## config.mk

```make
export PLATFORM = sky130hd
export DESIGN_NAME = hazard_scoreboard_flat
export DESIGN_NICKNAME = d
export VERILOG_FILES = /design/src/rtl/hazard_scoreboard_if.sv /design/src/rtl/hazard_scoreboard.sv /design/src/flat_wrapper.sv
export SDC_FILE = /design/constraint.sdc
export NUM_CORES = 1
export LEC_CHECK = 0
export CAP_MARGIN = 20
export CORE_UTILIZATION = 57
export CTS_CLUSTER_SIZE = 8
export DETAILED_ROUTE_END_ITERATION = 16
export GPL_TIMING_DRIVEN = 0
export PLACE_DENSITY = 0.86
export SYNTH_ARGS = -nofsm -noshare
export SYNTH_HDL_FRONTEND = slang
export SYNTH_SLANG_ARGS = --single-unit
```

## constraint.sdc

```tcl
create_clock -name clk -period 5.77 [get_ports clk]
set_input_delay 1.154 -clock clk [delete_from_list [all_inputs] [get_ports clk]]
set_output_delay 1.154 -clock clk [all_outputs]
set_load 0.02 [all_outputs]
```

## src/rtl/hazard_scoreboard_if.sv

```systemverilog
// Decode/pipeline-side bundle for the hazard scoreboard: ID operands, per-stage writeback info, long-op completion, results.
// Latency: none (wires only). Backpressure: the scoreboard answers with stall/issue_ok.
interface hazard_scoreboard_if #(
  parameter int NSRC     = 2,
  parameter int DEPTH    = 3,
  parameter int MAX_LONG = 2,
  parameter int SELW     = $clog2(DEPTH+1)
);
  localparam int CW = $clog2(MAX_LONG+1);

  logic                 id_valid;
  logic [NSRC*5-1:0]    id_src;
  logic [NSRC-1:0]      id_src_used;
  logic [4:0]           id_dst;
  logic                 id_long;
  logic [DEPTH-1:0]     stg_wr;
  logic [DEPTH*5-1:0]   stg_rd;
  logic [DEPTH-1:0]     stg_ready;
  logic                 lw_done;
  logic [4:0]           lw_rd;
  logic                 freeze;
  logic                 flush;
  logic [NSRC*SELW-1:0] fwd_sel;
  logic                 stall;
  logic                 issue_ok;
  logic [CW-1:0]        pend_cnt;
  logic [31:0]          stall_cycles;
  logic [2:0]           stall_cause;

  modport master (
    output id_valid, id_src, id_src_used, id_dst, id_long,
           stg_wr, stg_rd, stg_ready, lw_done, lw_rd, freeze, flush,
    input  fwd_sel, stall, issue_ok, pend_cnt, stall_cycles, stall_cause
  );

  modport slave (
    input  id_valid, id_src, id_src_used, id_dst, id_long,
           stg_wr, stg_rd, stg_ready, lw_done, lw_rd, freeze, flush,
    output fwd_sel, stall, issue_ok, pend_cnt, stall_cycles, stall_cause
  );
endinterface

```

## src/rtl/hazard_scoreboard.sv

```systemverilog
// Operand forwarding selects, stall generation and a 32-entry long-latency-op scoreboard for the ID stage.
// Latency: fwd_sel/stall/issue_ok combinational; scoreboard and counters update on the next clk edge.
// Backpressure: stall holds the front end; freeze suppresses stall and issue, flush kills the decode slot.
module hazard_scoreboard #(
  parameter int NSRC     = 2,
  parameter int DEPTH    = 3,
  parameter int MAX_LONG = 2,
  parameter int SELW     = $clog2(DEPTH+1)
) (
  input  logic              clk,
  input  logic              rst_n,
  hazard_scoreboard_if.slave sb
);
  localparam int CW = $clog2(MAX_LONG+1);

  logic [31:0]          pending_q, pending_d;
  logic [CW-1:0]        pend_cnt_q, pend_cnt_d;
  logic [31:0]          stall_cycles_q, stall_cycles_d;
  logic [2:0]           stall_cause_q, stall_cause_d;

  logic [NSRC*SELW-1:0] fwd_sel;
  logic [SELW-1:0]      sel_v;
  logic                 rdy_v;
  logic [4:0]           src_v;
  logic                 not_ready, raw_long, waw, full;
  logic [2:0]           cause;
  logic                 stall, issue_ok;
  logic                 set_en, set_new, clr_en, clr_eff;

  always_comb begin
    fwd_sel   = '0;
    sel_v     = '0;
    rdy_v     = 1'b1;
    src_v     = '0;
    not_ready = 1'b0;
    raw_long  = 1'b0;
    for (int i = 0; i < NSRC; i++) begin
      src_v = sb.id_src[5*i +: 5];
      sel_v = '0;
      rdy_v = 1'b1;
      // Walk oldest to youngest so the youngest matching stage wins.
      for (int k = DEPTH-1; k >= 0; k--) begin
        if (sb.stg_wr[k] && (sb.stg_rd[5*k +: 5] != 5'd0) && (sb.stg_rd[5*k +: 5] == src_v)) begin
          sel_v = SELW'(k+1);
          rdy_v = sb.stg_ready[k];
        end
      end
      fwd_sel[i*SELW +: SELW] = sel_v;
      if (sb.id_valid && sb.id_src_used[i]) begin
        if ((sel_v != '0) && !rdy_v) not_ready = 1'b1;
        if (pending_q[src_v])        raw_long  = 1'b1;
      end
    end
  end

  assign waw  = sb.id_valid & pending_q[sb.id_dst];
  assign full = sb.id_valid & sb.id_long & (pend_cnt_q == CW'(MAX_LONG));

  always_comb begin
    cause = 3'd0;
    if      (not_ready) cause = 3'd1;
    else if (raw_long)  cause = 3'd2;
    else if (waw)       cause = 3'd3;
    else if (full)      cause = 3'd4;
  end

  assign stall    = (cause != 3'd0) & ~sb.freeze & ~sb.flush;
  assign issue_ok = sb.id_valid & ~stall & ~sb.freeze & ~sb.flush;

  // Set beats clear on the same register; clears of idle entries are dropped.
  assign set_en  = issue_ok & sb.id_long & (sb.id_dst != 5'd0);
  assign set_new = set_en & ~pending_q[sb.id_dst];
  assign clr_en  = sb.lw_done & (sb.lw_rd != 5'd0) & pending_q[sb.lw_rd];
  assign clr_eff = clr_en & ~(set_en & (sb.id_dst == sb.lw_rd));

  always_comb begin
    pending_d = pending_q;
    if (clr_en) pending_d[sb.lw_rd]  = 1'b0;
    if (set_en) pending_d[sb.id_dst] = 1'b1;
    pend_cnt_d = pend_cnt_q + CW'(set_new) - CW'(clr_eff);
    stall_cycles_d = stall_cycles_q;
    if (stall && (stall_cycles_q != 32'hFFFF_FFFF)) stall_cycles_d = stall_cycles_q + 32'd1;
    stall_cause_d = stall ? cause : stall_cause_q;
  end

  always_ff @(posedge clk or negedge rst_n) begin
    if (!rst_n) begin
      pending_q      <= '0;
      pend_cnt_q     <= '0;
      stall_cycles_q <= '0;
      stall_cause_q  <= '0;
    end else begin
      pending_q      <= pending_d;
      pend_cnt_q     <= pend_cnt_d;
      stall_cycles_q <= stall_cycles_d;
      stall_cause_q  <= stall_cause_d;
    end
  end

  assign sb.fwd_sel      = fwd_sel;
  assign sb.stall        = stall;
  assign sb.issue_ok     = issue_ok;
  assign sb.pend_cnt     = pend_cnt_q;
  assign sb.stall_cycles = stall_cycles_q;
  assign sb.stall_cause  = stall_cause_q;
endmodule

```

## src/flat_wrapper.sv

```systemverilog
// flat-port wrapper written by rule: the top's interface ports become plain ports
module hazard_scoreboard_flat 
#(
  parameter int NSRC     = 2,
  parameter int DEPTH    = 3,
  parameter int MAX_LONG = 2,
  parameter int SELW     = $clog2(DEPTH+1)
)
  (clk, rst_n, sb_id_valid, sb_id_src, sb_id_src_used, sb_id_dst, sb_id_long, sb_stg_wr, sb_stg_rd, sb_stg_ready, sb_lw_done, sb_lw_rd, sb_freeze, sb_flush, sb_fwd_sel, sb_stall, sb_issue_ok, sb_pend_cnt, sb_stall_cycles, sb_stall_cause);
  hazard_scoreboard_if #(.NSRC(NSRC), .DEPTH(DEPTH), .MAX_LONG(MAX_LONG), .SELW(SELW)) sb_i ();
  input  logic clk;
  input  logic rst_n;
  input wire logic [$bits(sb_i.id_valid)-1:0] sb_id_valid;
  input wire logic [$bits(sb_i.id_src)-1:0] sb_id_src;
  input wire logic [$bits(sb_i.id_src_used)-1:0] sb_id_src_used;
  input wire logic [$bits(sb_i.id_dst)-1:0] sb_id_dst;
  input wire logic [$bits(sb_i.id_long)-1:0] sb_id_long;
  input wire logic [$bits(sb_i.stg_wr)-1:0] sb_stg_wr;
  input wire logic [$bits(sb_i.stg_rd)-1:0] sb_stg_rd;
  input wire logic [$bits(sb_i.stg_ready)-1:0] sb_stg_ready;
  input wire logic [$bits(sb_i.lw_done)-1:0] sb_lw_done;
  input wire logic [$bits(sb_i.lw_rd)-1:0] sb_lw_rd;
  input wire logic [$bits(sb_i.freeze)-1:0] sb_freeze;
  input wire logic [$bits(sb_i.flush)-1:0] sb_flush;
  output wire logic [$bits(sb_i.fwd_sel)-1:0] sb_fwd_sel;
  output wire logic [$bits(sb_i.stall)-1:0] sb_stall;
  output wire logic [$bits(sb_i.issue_ok)-1:0] sb_issue_ok;
  output wire logic [$bits(sb_i.pend_cnt)-1:0] sb_pend_cnt;
  output wire logic [$bits(sb_i.stall_cycles)-1:0] sb_stall_cycles;
  output wire logic [$bits(sb_i.stall_cause)-1:0] sb_stall_cause;
  assign sb_i.id_valid = sb_id_valid;
  assign sb_i.id_src = sb_id_src;
  assign sb_i.id_src_used = sb_id_src_used;
  assign sb_i.id_dst = sb_id_dst;
  assign sb_i.id_long = sb_id_long;
  assign sb_i.stg_wr = sb_stg_wr;
  assign sb_i.stg_rd = sb_stg_rd;
  assign sb_i.stg_ready = sb_stg_ready;
  assign sb_i.lw_done = sb_lw_done;
  assign sb_i.lw_rd = sb_lw_rd;
  assign sb_i.freeze = sb_freeze;
  assign sb_i.flush = sb_flush;
  assign sb_fwd_sel = sb_i.fwd_sel;
  assign sb_stall = sb_i.stall;
  assign sb_issue_ok = sb_i.issue_ok;
  assign sb_pend_cnt = sb_i.pend_cnt;
  assign sb_stall_cycles = sb_i.stall_cycles;
  assign sb_stall_cause = sb_i.stall_cause;
  hazard_scoreboard #(.NSRC(NSRC), .DEPTH(DEPTH), .MAX_LONG(MAX_LONG), .SELW(SELW)) u_core (.clk(clk), .rst_n(rst_n), .sb(sb_i));
endmodule
```

==> results of run 1 <==
where the power goes:
part	switching, mW	internal, mW	leakage, nW
Sequential	0.0567	0.527	0.929
Clock	0.208	0.202	0.0971
Combinational	0.204	0.181	1.51
final cells by class:
type / count / area (um^2)
Clock buffer: 9 / 124
Clock inverter: 7 / 75.1
Sequential cell: 69 / 1730
Buffer: 35 / 173
Inverter: 12 / 45.0
Tap cell: 105 / 131
Timing Repair Buffer: 82 / 817
Multi-Input combinational cell: 392 / 3030
Fill cell: 613 / 2180
repair_timing:
action | CTS | global route
endpoints found under the hold margin | 0 | 0
endpoints found under the setup margin | 2 | 1
gates resized for setup | 4 | 3
setup buffers | 1 | 0
metrics by stage:
step	area, um^2	instances	utilization	TNS (ns)	total power [mW]
after detailed placement	5890	694	0.709	-0.365	0.964
after CTS	6100	711	0.735	0	1.37
after global routing	6120	711	0.737	0	1.43
after floorplan	4950	508	-	0	0.791
final	6120	711	0.737	0	1.38
after global placement	5890	694	0.710	-0.308	0.949
registers in the layout, summed over array words and instances (netlist names):
register and count:
u_core.sb.stall_cause 3, u_core.sb.stall_cycles 32, u_core.pending_q 32, u_core.sb.pend_cnt 2
worst paths after layout:
path                                            startpoint                         end  depth (start not counted)
max in group asynchronous                            rst_n        u_core.pending_q[12]                          1
worst max-delay path                          sb_id_src[1]                 sb_issue_ok                         12
worst max register to register         u_core.pending_q[3]       u_core.sb.pend_cnt[1]                         12
min in group asynchronous                            rst_n        u_core.pending_q[31]                          1
worst min register to register  u_core.sb.stall_cycles[23]  u_core.sb.stall_cycles[23]                          1
worst min-delay path            u_core.sb.stall_cycles[23]  u_core.sb.stall_cycles[23]                          1
kinds of logic after synthesis:
group | synth area share
simple gates | 0.202
compound gates | 0.129
flops | 0.349
xor+xnor | 0.108
mux | 0.161
buf+inv | 0.0432
fa+ha+maj | 0.00759
per-layer routing:
metal,track usage,vias up
met4,0.159,0
li1,-,2089
met5,0,-
met1,0.472,2297
met3,0.0670,44
met2,0.568,297
cell usage in the layout, fill, tap and decap left out, types with 6 or more instances in the layout:
cell and n:
nand4_1 11, nand2b_1 7, clkbuf_8 9, nand2_1 37, buf_4 7, o21ai_0 37, nor3_1 17, a21oi_1 8
and3_1 8, nor4_1 18, clkdlybuf4s50_1 78, mux2i_1 20, dfrtp_1 69, nor2_1 15, o31ai_1 6, xor2_1 34
mux4_2 24, xnor2_1 27, clkbuf_1 20, o21ai_1 24, inv_1 12, nand3_1 24
==> reports/metrics.yaml, run 1 <==
clocking:
  clkTransAtPathRegs_ns: 0.08
  holdBufCountCts: 0
  cts_tree: "done"
  h-tree-depth: 3
  cts_sinks: 69
  root_buffer: "clkbuf_8"
  numCtsBuffers: 9
  clk_latency_ns: 0.36
  clockBufferDepth: 2
worst_setup_path:
  crit_type: "primary input to output pin"
  cp-start-kind: "primary input"
  crit_path_cell_trace: "clkdlybuf4s50_1 > buf_6 > mux4_2 > mux2i_1 > o221ai_1 > a22oi_2 > a21boi_2 > nor4b_2 > buf_4 > buf_4 > and3_1 > dlygate4sd2_1"
  crit_fanout: 10
  required_ns: 4.62
  cp_slowest_cell: "clkdlybuf4s50_1"
  crit_top_cell: "buf_4"
  cpLargestDelayFamily: "buffers and inverters"
  reg2reg_setup_slack_ns: 2.38
  cp_num_buf_inv: 5
  crit_arrival_ns: 4.49
  worst_setup_path_end_kind: "output pin"
  cpPeakStageDelay_ns: 0.58
die:
  rows: 33
  die_w_um: 95.2
  io_pins: 93
  die_h_um: 95.2
  die-area_um2: 9060
  core-area_um2: 8300
  initial_core_util: 0.596
yosys:
  synth_fp_nets: 561
  yosysMostFrequentCell: "dfrtp_1"
  mappedNetlistArea_um2: 4950
  yosys-top-cells-count: "dfrtp_1, nand2_1, o21ai_0"
  synth_seq_cells: 69
  synth_cells: 508
  syn_avg_cell_area_um2: 9.74
  yosys.area.top_type: "dfrtp_1"
  synth_flop_cell: "dfrtp_1"
  async_flop_share: 1.00
  netlist.area_leader.share: 0.349
  synth-edff-count: 0
  yosysSeqAreaShare: 0.349
  yosys_warnings: 0
  synth_cell_types: 55
  ys_top_cells_by_area: "dfrtp_1, mux4_2, xor2_1, xnor2_1, mux2i_1"
placed_design:
  gp_congestion: 0.992
  portBuffers: 81
  dpl.hpwl_mm: 11.0
  preCtsSetupSlack_ns: -0.312
timing:
  fin_skew_ns: 0.0163
  finalCritPeriodShare: 0.978
  finalWorstSetupSlack_ns: 0.126
  hold_viol: 0
  max_freq_mhz: 177
  min_period_ns: 5.64
  worst_slew_pin_slew_ns: 0.880
  slew_violations: 0
  rsz0062_at_grt: "false"
  finalSetupViolCount: 0
  slew_headroom: 0.413
  fin_hold_ws_ns: 0.485
final_layout:
  syn_to_final_growth_pct: 23.7
  nNetsFinal: 654
  diodes: 0
  drive_gt1_frac: 0.127
global_route:
  gr-usage-all-layers: 0.356
  grt_start_max_net_pins: 70
  grt_pass1_vias: 4850
  antenna_found_initial: 0
  grt_pass1_wl_mm: 24.1
  grt_overflow_total: 0
run:
  cap_violations: 0
drt:
  highest_layer: "met4"
  routed-wl-met3_mm: 1.57
  met2_length_mm: 7.24
  wl_met1_mm: 6.05
  wire_per_inst_um: 21.5
  routed_wl_mm: 15.3
  vias: 4727
  dr.first_iter.drc_count: 437
  drc: 0
  dr.pass1.iters: 5
  viasPerCell: 6.65
  antenna_left: 0
power_and_ir_drop:
  p_leak_nw: 2.54
  peakVddDrop_v: 0.000178
  p_per_area_nw_per_um2: 225
hold_path:
  hold_class: "flop to flop"
status:
  status: "finished clean"
No activity file was read; power rests on OpenSTA's default activity.
==> run 2: changes to the inputs <==
Settings changed: CTS_CLUSTER_DIAMETER set to 40, REMOVE_ABC_BUFFERS set to 1.
==> reports/metrics.yaml, run 2 (synthesized netlist as in run 1, its figures left out) <==
status:
  status: "finished clean"
worst_setup_path:
  cp-start-kind: "primary input"
  crit_arrival_ns: 4.44  # -0.05 ns
  reg2reg_from: "u_core.pending_q[19]"
  reg2reg_setup_slack_ns: 2.13  # -0.25 ns
  crit_type: "primary input to output pin"
  required_ns: 4.62  # about the same
  r2r-end: "u_core.pending_q[28]"
  worst_setup_path_end_kind: "output pin"
  startpoint: "sb_id_src[2]"
  crit_end: "sb_stall"
  crit_fanout: 11  # +1
  ff2ff_path_depth: 12  # unchanged
clocking:
  root_buffer: "clkbuf_8"
  h-tree-depth: 3  # unchanged
  clockBufferDepth: 2  # unchanged
  clk_latency_ns: 0.36  # about the same
  cts_sinks: 69  # unchanged
  numCtsBuffers: 9  # unchanged
  clkTransAtPathRegs_ns: 0.07  # about the same
  cts_tree: "done"
  holdBufCountCts: 0  # unchanged
die:
  initial_core_util: 0.596  # unchanged
  die_w_um: 95.2  # unchanged
  die_h_um: 95.2  # unchanged
  die-area_um2: 9060  # unchanged
  io_pins: 93  # unchanged
  rows: 33  # unchanged
  core-area_um2: 8300  # unchanged
final_layout:
  diodes: 0  # unchanged
  syn_to_final_growth_pct: 25.2
  fin_util: 0.747  # +0.00920
  nNetsFinal: 637  # -2.6%
  mostFrequentLayoutCells: "clkdlybuf4s50_1, dfrtp_1, nand2_1, o21ai_0, xor2_1"
  drive_gt1_frac: 0.126  # -0.00143
  layout_commonest_cell: "clkdlybuf4s50_1"
drt:
  wire_per_inst_um: 20.4  # -5.0%
  routed_wl_mm: 14.1  # -7.3%
  dr.first_iter.drc_count: 522  # +19%
  viasPerCell: 6.73  # +1.3%
  vias: 4673  # -1.1%
  dr.pass1.iters: 5  # unchanged
  antenna_left: 0  # unchanged
  drc: 0  # unchanged
power_and_ir_drop:
  p_leak_nw: 2.55  # +0.47%
  p_per_area_nw_per_um2: 230  # +2.1%
  peakVddDrop_v: 0.000175  # -1.6%
timing:
  min_period_ns: 5.59  # -0.0511 ns
  finalCritPeriodShare: 0.969  # -0.00886
  slew_headroom: 0.416  # +0.00329
  slew_violations: 0  # unchanged
  max_freq_mhz: 179  # +0.91%
  finalSetupViolCount: 0  # unchanged
  worst_slew_pin_slew_ns: 0.875  # -0.00494 ns
  fin_skew_ns: 0.0137  # -0.00261 ns
  hold_viol: 0  # unchanged
  finalWorstSetupSlack_ns: 0.177  # +0.0511 ns
global_route:
  gr-usage-all-layers: 0.329  # -0.0268
  grt_start_max_net_pins: 70  # unchanged
  grt_pass1_vias: 4565  # -5.9%
  grt_overflow_total: 0  # unchanged
  antenna_found_initial: 0  # unchanged
  grt_pass1_wl_mm: 22.6  # -6.1%
placed_design:
  dpl.hpwl_mm: 10.2  # -7.6%
  preCtsSetupSlack_ns: -0.551  # -0.239 ns
  portBuffers: 92  # +14%
  gp_congestion: 0.980  # -1.2%
hold_path:
  hold_class: "flop to flop"
  min_from: "u_core.pending_q[0]"
run:
  cap_violations: 0  # unchanged
## run 2: cell types whose count changed in the layout (fill, tap and decap cells not counted), sizes merged, moves of 2 or more
cell and delta:
buf -7, clkbuf -21, clkdlybuf4s15 +2, clkdlybuf4s50 +10
clkinv -3, inv +3
## run 2: per-layer routing
metal  routed length, um  track usage  up-vias
met5                   0            0        -
met4                 493        0.139        0
met3                1030       0.0654       60
met2                6710        0.527      264
met1                5910        0.437     2285
li1                    -            -     2064
## run 2: timing repair
action	in CTS	in global routing
endpoints found under the setup margin	2	2
setup buffers	2	0
gates resized for setup	6	3
## run 2: critical path, stage by stage
cell and delay, ns:
clkdlybuf4s50_1 0.86, xnor2_1 0.19, nand3_1 0.09, or4_1 0.49
o21ba_2 0.24, a221oi_2 0.41, nor4b_4 0.10, buf_4 0.16
nor2_1 0.12, clkdlybuf4s50_1 0.62
## run 2: cell type report
cell class                      count  area (um^2)
Clock inverter                      7          105
Timing Repair Buffer              100         1020
Tap cell                          105          131
Clock buffer                        9          124
Multi-Input combinational cell    392         3040
Inverter                           12         45.0
Sequential cell                    69         1730
Fill cell                         587         2100
## run 2: how the worst min path moves through the flow
| stage | endpoint | slack (ns) | depth (start not counted) |
|---|---|---|---|
| CTS | u_core.pending_q[0] | 0.47 | 0 |
| finish | u_core.pending_q[0] | 0.48 | 0 |
| floorplan | u_core.pending_q[0] | 0.40 | 0 |
| detailed placement | u_core.pending_q[0] | 0.45 | 0 |
| global route | u_core.pending_q[0] | 0.51 | 0 |
| global placement | u_core.pending_q[0] | 0.43 | 0 |
## run 2: power breakdown
part	internal (mW)	leakage, nW	switching [mW]
combinational	0.186	1.51	0.200
sequential	0.527	0.929	0.0483
clock	0.251	0.113	0.212
## run 2: metrics by stage
| step | total power [mW] | TNS (ns) | hold slack, ns | cell area (um^2) | std cells |
|---|---|---|---|---|---|
| floorplan | 0.760 | -0.682 | 0.400 | 4780 | 473 |
| global placement | 0.935 | -95.96 | 0.429 | 5830 | 670 |
| detailed placement | 0.962 | -0.955 | 0.445 | 5930 | 676 |
| CTS | 1.42 | 0 | 0.467 | 6180 | 694 |
| global route | 1.49 | -0.0302 | 0.508 | 6200 | 694 |
| finish | 1.42 | 0 | 0.475 | 6200 | 694 |
